`src/rtl/arbiter_grant_lock.sv`:
```
// arbiter_grant_lock: registers the arbiter's one-hot grant and holds it for a whole transfer
module arbiter_grant_lock #(
  parameter int SIZE = 4,
  parameter int COUNT_WIDTH = 8,
  parameter int MAX_BEATS = 16,
  localparam int IW = (SIZE > 1) ? $clog2(SIZE) : 1
) (
  input  logic                   clock,
  input  logic                   resetn,
  input  logic [SIZE-1:0]        requests,
  input  logic [SIZE-1:0]        arbiter_grant,
  input  logic                   transfer_ready,
  input  logic                   transfer_last,
  output logic [SIZE-1:0]        grant,
  output logic [IW-1:0]          grant_index,
  output logic                   grant_valid,
  output logic [COUNT_WIDTH-1:0] beat_count,
  output logic                   timeout
);
  typedef enum logic {IDLE, LOCKED} state_t;
  localparam logic [COUNT_WIDTH:0] max_v = (COUNT_WIDTH+1)'(MAX_BEATS);
  state_t state, state_n;
  logic [SIZE-1:0] capture, grant_n;
  logic [IW-1:0] enc, index_n;
  logic [COUNT_WIDTH-1:0] count_n, count_inc, count_sat;
  logic valid_n, timeout_n, r, beat, hit_max, release_n;
  always_comb begin
    enc = '0;
    for (int i = 0; i < SIZE; i++) if (capture[i]) enc = IW'(i);
  end
  assign capture = arbiter_grant & requests;
  assign r = requests[grant_index];
  assign beat = r & transfer_ready;
  assign count_inc = beat_count + 1'b1;
  assign count_sat = &beat_count ? beat_count : count_inc;
  assign hit_max = (MAX_BEATS != 0) && ({1'b0, beat_count} + 1'b1 == max_v);
  // abort, last beat and timeout all release; last beat outranks timeout
  assign release_n = (state == LOCKED) && (!r || (beat && (transfer_last || hit_max)));
  always_comb begin
    state_n = state;
    grant_n = grant;
    index_n = grant_index;
    valid_n = grant_valid;
    count_n = beat_count;
    timeout_n = 1'b0;
    if (state == IDLE && |capture) begin
      state_n = LOCKED;
      grant_n = capture;
      index_n = enc;
      valid_n = 1'b1;
      count_n = '0;
    end
    if (state == LOCKED && beat) begin
      count_n = transfer_last ? count_inc : hit_max ? max_v[COUNT_WIDTH-1:0] : count_sat;
      timeout_n = !transfer_last && hit_max;
    end
    if (release_n) begin
      state_n = IDLE;
      grant_n = '0;
      valid_n = 1'b0;
    end
  end
  always_ff @(posedge clock) begin
    if (!resetn) begin
      state <= IDLE;
      grant <= '0;
      grant_index <= '0;
      grant_valid <= 1'b0;
      beat_count <= '0;
      timeout <= 1'b0;
    end else begin
      state <= state_n;
      grant <= grant_n;
      grant_index <= index_n;
      grant_valid <= valid_n;
      beat_count <= count_n;
      timeout <= timeout_n;
    end
  end
  always_ff @(posedge clock) begin
    if (resetn) begin
      assert ($onehot0(arbiter_grant));
      assert (grant_valid == |grant);
      assert ($onehot0(grant));
    end
  end
endmodule

```
`config.mk`:
```
export PLATFORM = sky130hd
export DESIGN_NAME = arbiter_grant_lock
export DESIGN_NICKNAME = d
export VERILOG_FILES = /design/src/rtl/arbiter_grant_lock.sv
export SDC_FILE = /design/constraint.sdc
export NUM_CORES = 1
export LEC_CHECK = 0
export CAP_MARGIN = 25
export CORE_AREA = 10 10 60 62
export CTS_CLUSTER_DIAMETER = 50
export DETAILED_ROUTE_END_ITERATION = 10
export DIE_AREA = 0 0 70 72
export PLACE_DENSITY = 0.75
export SYNTH_ARGS = -nofsm -noshare
export SYNTH_HDL_FRONTEND = slang
export SYNTH_SLANG_ARGS = --single-unit
```
`constraint.sdc`:
```
create_clock -name clock -period 1.7 [get_ports clock]
set_input_delay 0.17 -clock clock [delete_from_list [all_inputs] [get_ports clock]]
set_output_delay 0.17 -clock clock [all_outputs]
set_load 0.005 [all_outputs]
```
# After elaboration in Yosys (flattened, before gate mapping)
# Index checks and enable logic that the tools add are counted.
# Widths: inputs -> output; s select.
dict set report word_totals {
  ff_bits 16
  inputBits 12
  output_inout_bits 16
  elab_cells 39
}
dict set report classes {
  addsub 2
  magnitude_cmp 1
  n_eq_ne 2
  muxes 10
  bitwise_logic 4
  n_reduce_logical 15
}
# op n
set ops {}
lappend ops {{$mux 8} 5}
lappend ops {{$add 8x1->9 const B} 1}
lappend ops {{$eq 9x5->1 const B} 1}
lappend ops {{$add 8x1->8 const B} 1}
lappend ops {{$reduce_and 8->1} 1}
lappend ops {{$logic_and 1x1->1} 5}
lappend ops {{$and 4x4->4} 1}
lappend ops {{$mux 2} 2}
lappend ops {{$ne 4x4->1 const B} 1}
lappend ops {{$reduce_and 2->1} 2}
lappend ops {{$reduce_or 4->1} 1}
lappend ops {{$lt 2x3->1 const B} 1}
lappend ops {{$bmux 1 s2} 1}
lappend ops {{$logic_not 1->1} 2}
lappend ops {{$logic_or 1x1->1} 2}
lappend ops {{$mux 1} 2}
lappend ops {{$not 1->1} 2}
lappend ops {{$reduce_bool 2->1} 1}
lappend ops {{$reduce_or 2->1} 1}
lappend ops {{$and 1x1->1} 1}

# Longest topological paths before layout
dict set report logic_depth {
  ltp_word 7
  depth_mapped 7
  depth_no_buf 6
}

# Worst setup path before layout
# OpenSTA, ideal clock, no wires.
dict set report synth_path {
  path_kind {flip-flop to flip-flop}
  start {register beat_count[0]}
  end {register beat_count[0]}
  setup_ns 0.115
  t_arrival_ns 1.676
  required_time_ns 1.585
  setup_slack_ns -0.091
  stages_incl_launch_ff 7
  n_path_buf 1
  path_cell_list {dfxtp_1 -> and2_4 -> buf_6 -> a311o_1 -> a221oi_4 -> o22ai_1 -> a31o_1}
}
dict set report synth_between {
  elab_chain_cells 5
}
# element line
set synth_lines {}
lappend synth_lines {{start: declaration} 17} ;# output logic [COUNT_WIDTH-1:0] beat_count,
lappend synth_lines {{start signal: assignment} 76} ;# beat_count <= count_n;
lappend synth_lines {{$add 8x1->9 or $add 8x1->8 (tied branches)} {36, 34}}
lappend synth_lines {{$eq 9x5->1 or $mux 8 (tied branches)} {36, 35}}
lappend synth_lines {{$mux 8 (2 in series)} 54} ;# count_n = transfer_last ? count_inc : hit_max ? max_v[COUNT_WIDTH-1:0] : count_sat;
lappend synth_lines {{$mux 8} 53} ;# if (state == LOCKED && beat) begin
# Parallel ways exist; a longest one is shown, timed or not. The select of a mux whose other input is x is not followed.
# A chain may end at the register's enable or synchronous reset.

# Final worst setup path
dict set report layout_path {
  start {register beat_count[1]}
  end {register grant[3]}
}
dict set report layout_between {
  elab_chain_cells 7
}
# element line
set layout_lines {}
lappend layout_lines {{$add 8x1->9} 36} ;# assign hit_max = (MAX_BEATS != 0) && ({1'b0, beat_count} + 1'b1 == max_v);
lappend layout_lines {{$eq 9x5->1} 36}
lappend layout_lines {{$logic_or 1x1->1} 38} ;# assign release_n = (state == LOCKED) && (!r || (beat && (transfer_last || hit_max)));
lappend layout_lines {{$logic_and 1x1->1} 38}
lappend layout_lines {{$logic_or 1x1->1} 38}
lappend layout_lines {{$logic_and 1x1->1} 38}
lappend layout_lines {{$reduce_or 2->1 (no line)} --}
lappend layout_lines {{end signal: assignment} 73} ;# grant <= grant_n;
lappend layout_lines {{end: declaration} 14} ;# output logic [SIZE-1:0] grant,
# No other way between the ends.

==> impl_metrics.py <==
metrics = {
    "run": {
        "drv_cap": 0,
    },
    "worst_setup_path": {
        "r2r-end": "grant[3]",
        "crit_required_ps": 1880,
        "startpoint": "beat_count[1]",
        "path_buf_inv": 0,
        "crit_chain": "and2_4 > or3b_4 > a221oi_4 > a2bb2oi_2 > nor2_1",
        "reg2reg_from": "beat_count[1]",
        "cp_max_fo": 7,
        "cp_slowest_stage_delay_ps": 380,
        "slowest_stage": "or3b_4",
        "cp-endpoint": "grant[3]",
        "critical_path.top_delay_family": "simple AND/OR/NAND/NOR gates",
        "r2r_cells": 5,
        "r2r_slack_ps": 20,
        "critPathArrivalTime_ps": 1850,
        "endpoint_kind": "flip-flop",
        "critical_path_depth": 5,
        "crit_type": "flip-flop to flip-flop",
        "cp-start-kind": "flip-flop",
    },
    "sta": {
        "fin_crit_sh_pct": 98.5,
        "setup_viol": 0,
        "drv_slew": 0,
        "worstMarginPinSlew_ps": 417,
        "finalHoldViolCount": 0,
        "grt_setup_unrepaired": "yes",
        "clock_skew_ps": 10.6,
        "slew_headroom_pct": 72.1,
        "min_period_ps": 1680,
        "setup_tns_ps": 0,
        "timing.final.ws_setup_ps": 24.7,
        "clock.fmax_mhz": 597,
    },
    "logic_synthesis": {
        "synth.most_common_cell": "dfxtp_1",
        "yosysWarnings": 0,
        "synth_ff_type": "dfxtp_1",
        "async_reset_ff_share_pct": 0,
        "yosysSeqAreaShare_pct": 32.7,
        "synth_commonest_cells": "16 x dfxtp_1, 14 x a21oi_1, 10 x nand2_1, 9 x nor2_1, 6 x nand3_1",
        "syn_inst": 118,
        "synth_seq_cells": 16,
        "synth_edf_count": 0,
        "post_synth_num_cell_types": 41,
        "synth.area.top_cells": "dfxtp_1 33%, a21oi_1 7.1%, nand2_1 3.8%",
        "netlist.area_leader.share_pct": 32.7,
        "syn_avg_cell_area_um2": 8.31,
        "syn_nets": 131,
        "synthesis.area_um2": 981,
        "synth_area_leader_cell": "dfxtp_1",
    },
    "min_path": {
        "worstHoldPathType": "flip-flop to flip-flop",
    },
    "die": {
        "start_util_pct": 40.3,
        "die_h_um": 72,
        "rows": 18,
        "ios": 28,
        "core_um2": 2430,
        "die_w_um": 70,
        "die-area_um2": 5040,
    },
    "outcome": {
        "status": "finished, final reports clean",
    },
    "clock_tree": {
        "h-tree-depth": 1,
        "cts_made_buffers": 3,
        "clk_pin_slew_worst_paths_ps": 90,
        "clockBufferDepth": 2,
        "cts-root-buf": "clkbuf_4",
        "clock_latency_ps": 290,
        "cts_hold_buffers": 0,
        "clock_sinks": 16,
        "cts_tree": "yes",
    },
    "route": {
        "drc": 0,
        "vias_per_cell": 5.66,
        "wl_per_cell_um": 14.5,
        "firstDrtPassIters": 4,
        "drt-total-wl_um": 2740,
        "drtIter0Drc": 112,
        "vias": 1069,
        "final_antenna_net_count": 0,
    },
    "final_layout": {
        "drive_gt1_share_pct": 22.6,
        "finalNetCount": 173,
        "diodes": 0,
        "final_area_um2": 1420,
        "area_delta_synth_final_pct": 44.4,
    },
    "global_route": {
        "grt_max_degree": 12,
        "grt_util_all_layers_pct": 10.9,
        "grt_pass1_wl_um": 4750,
        "antenna_found_initial": 0,
        "grt_pass1_vias": 1097,
        "grt_overflow": 0,
    },
    "power": {
        "fin_total_pwr_mw": 0.857,
        "ir_worst_vdd_mv": 0.558,
        "power_density_nw_per_um2": 605,
        "p_leak_nw": 0.552,
    },
    "placed_design": {
        "gp_congestion": 0.843,
        "portBuffers": 27,
        "placed_area_um2": 1370,
        "place_ws_ps": -41.3,
        "hpwlAfterDp_um": 2240,
    },
}
## worst min-delay path by stage
| stage | from | to | slack, ps | cells past startpoint |
|---|---|---|---|---|
| finish | beat_count[1] | beat_count[1] | 500 | 2 |
| global placement | grant[1] | grant[1] | 480 | 2 |
| detailed placement | grant[3] | grant[3] | 490 | 2 |
| CTS | beat_count[1] | beat_count[1] | 510 | 2 |
| floorplan | resetn | beat_count[6] | 310 | 2 |
| global route | beat_count[1] | beat_count[1] | 530 | 2 |
## kinds of logic (layout without fill, tap and decap cells)
logic type	Yosys count	in the layout	synth area share, %
AOI/OAI and AO/OA	38	38	27.8
adders and majority gates	1	1	1.28
buffers and inverters	8	49	5.36
DFF	16	16	32.7
muxes	3	3	3.19
and+or+nand+nor	52	52	29.7
## final cells by class
| class | count | area, um2 |
|---|---|---|
| Clock buffer | 4 | 36.3 |
| Fill cell | 234 | 1020 |
| Inverter | 1 | 3.75 |
| Multi-Input combinational cell | 94 | 616 |
| Sequential cell | 16 | 325 |
| Tap cell | 30 | 37.5 |
| Timing Repair Buffer | 44 | 398 |
## flip-flops by register name, indices dropped and copies added (netlist names)
register / count
grant: 4
grant_index: 2
timeout: 1
beat_count: 8
state: 1
## stage by stage
stage | util [%] | hold slack, ps | cells
global placement | 56.4 | 479 | 185
global route | 58.2 | 525 | 189
CTS | 57.9 | 506 | 189
finish | 58.2 | 503 | 189
floorplan | - | 314 | 118
detailed placement | 56.4 | 489 | 185
## repair_timing
action                     in CTS  in global routing
setup endpoints to repair       4                 11
pin swaps                       2                  1
gates resized for setup         0                  3
buffers inserted                0                  0
## report_power, final
part           switching, mW  internal (mW)
Sequential            0.0138          0.391
Combinational         0.0881          0.113
Clock                  0.121          0.130
## placed cells by master (no fill, tap or decap), types with 3 or more instances in the layout
| cell type | instances |
|---|---|
| clkdlybuf4s50_1 | 27 |
| nand3b_1 | 5 |
| nor2_1 | 9 |
| nand4_1 | 4 |
| and3_2 | 3 |
| dfxtp_1 | 12 |
| nor2b_1 | 3 |
| a21boi_1 | 3 |
| o22ai_1 | 3 |
| nand2_1 | 10 |
| buf_4 | 17 |
| nand3_1 | 6 |
| clkbuf_4 | 3 |
| a21oi_1 | 14 |
| dfxtp_2 | 4 |
## tightest hold or removal path: stages, from the launching register on
cell      delay [ps]
dfxtp_2          350
nand2_1           60
o21bai_1          60
## metal layers
metal  vias up  part of all wire (%)  track usage [%]
met3         4                   8.9             4.90
met4         0                   1.1             4.17
met5         -                     0                0
met1       507                    42             10.5
li1        527                     -                -
met2        31                    48             20.1
Note: power is estimated with default switching activity, not from simulation.
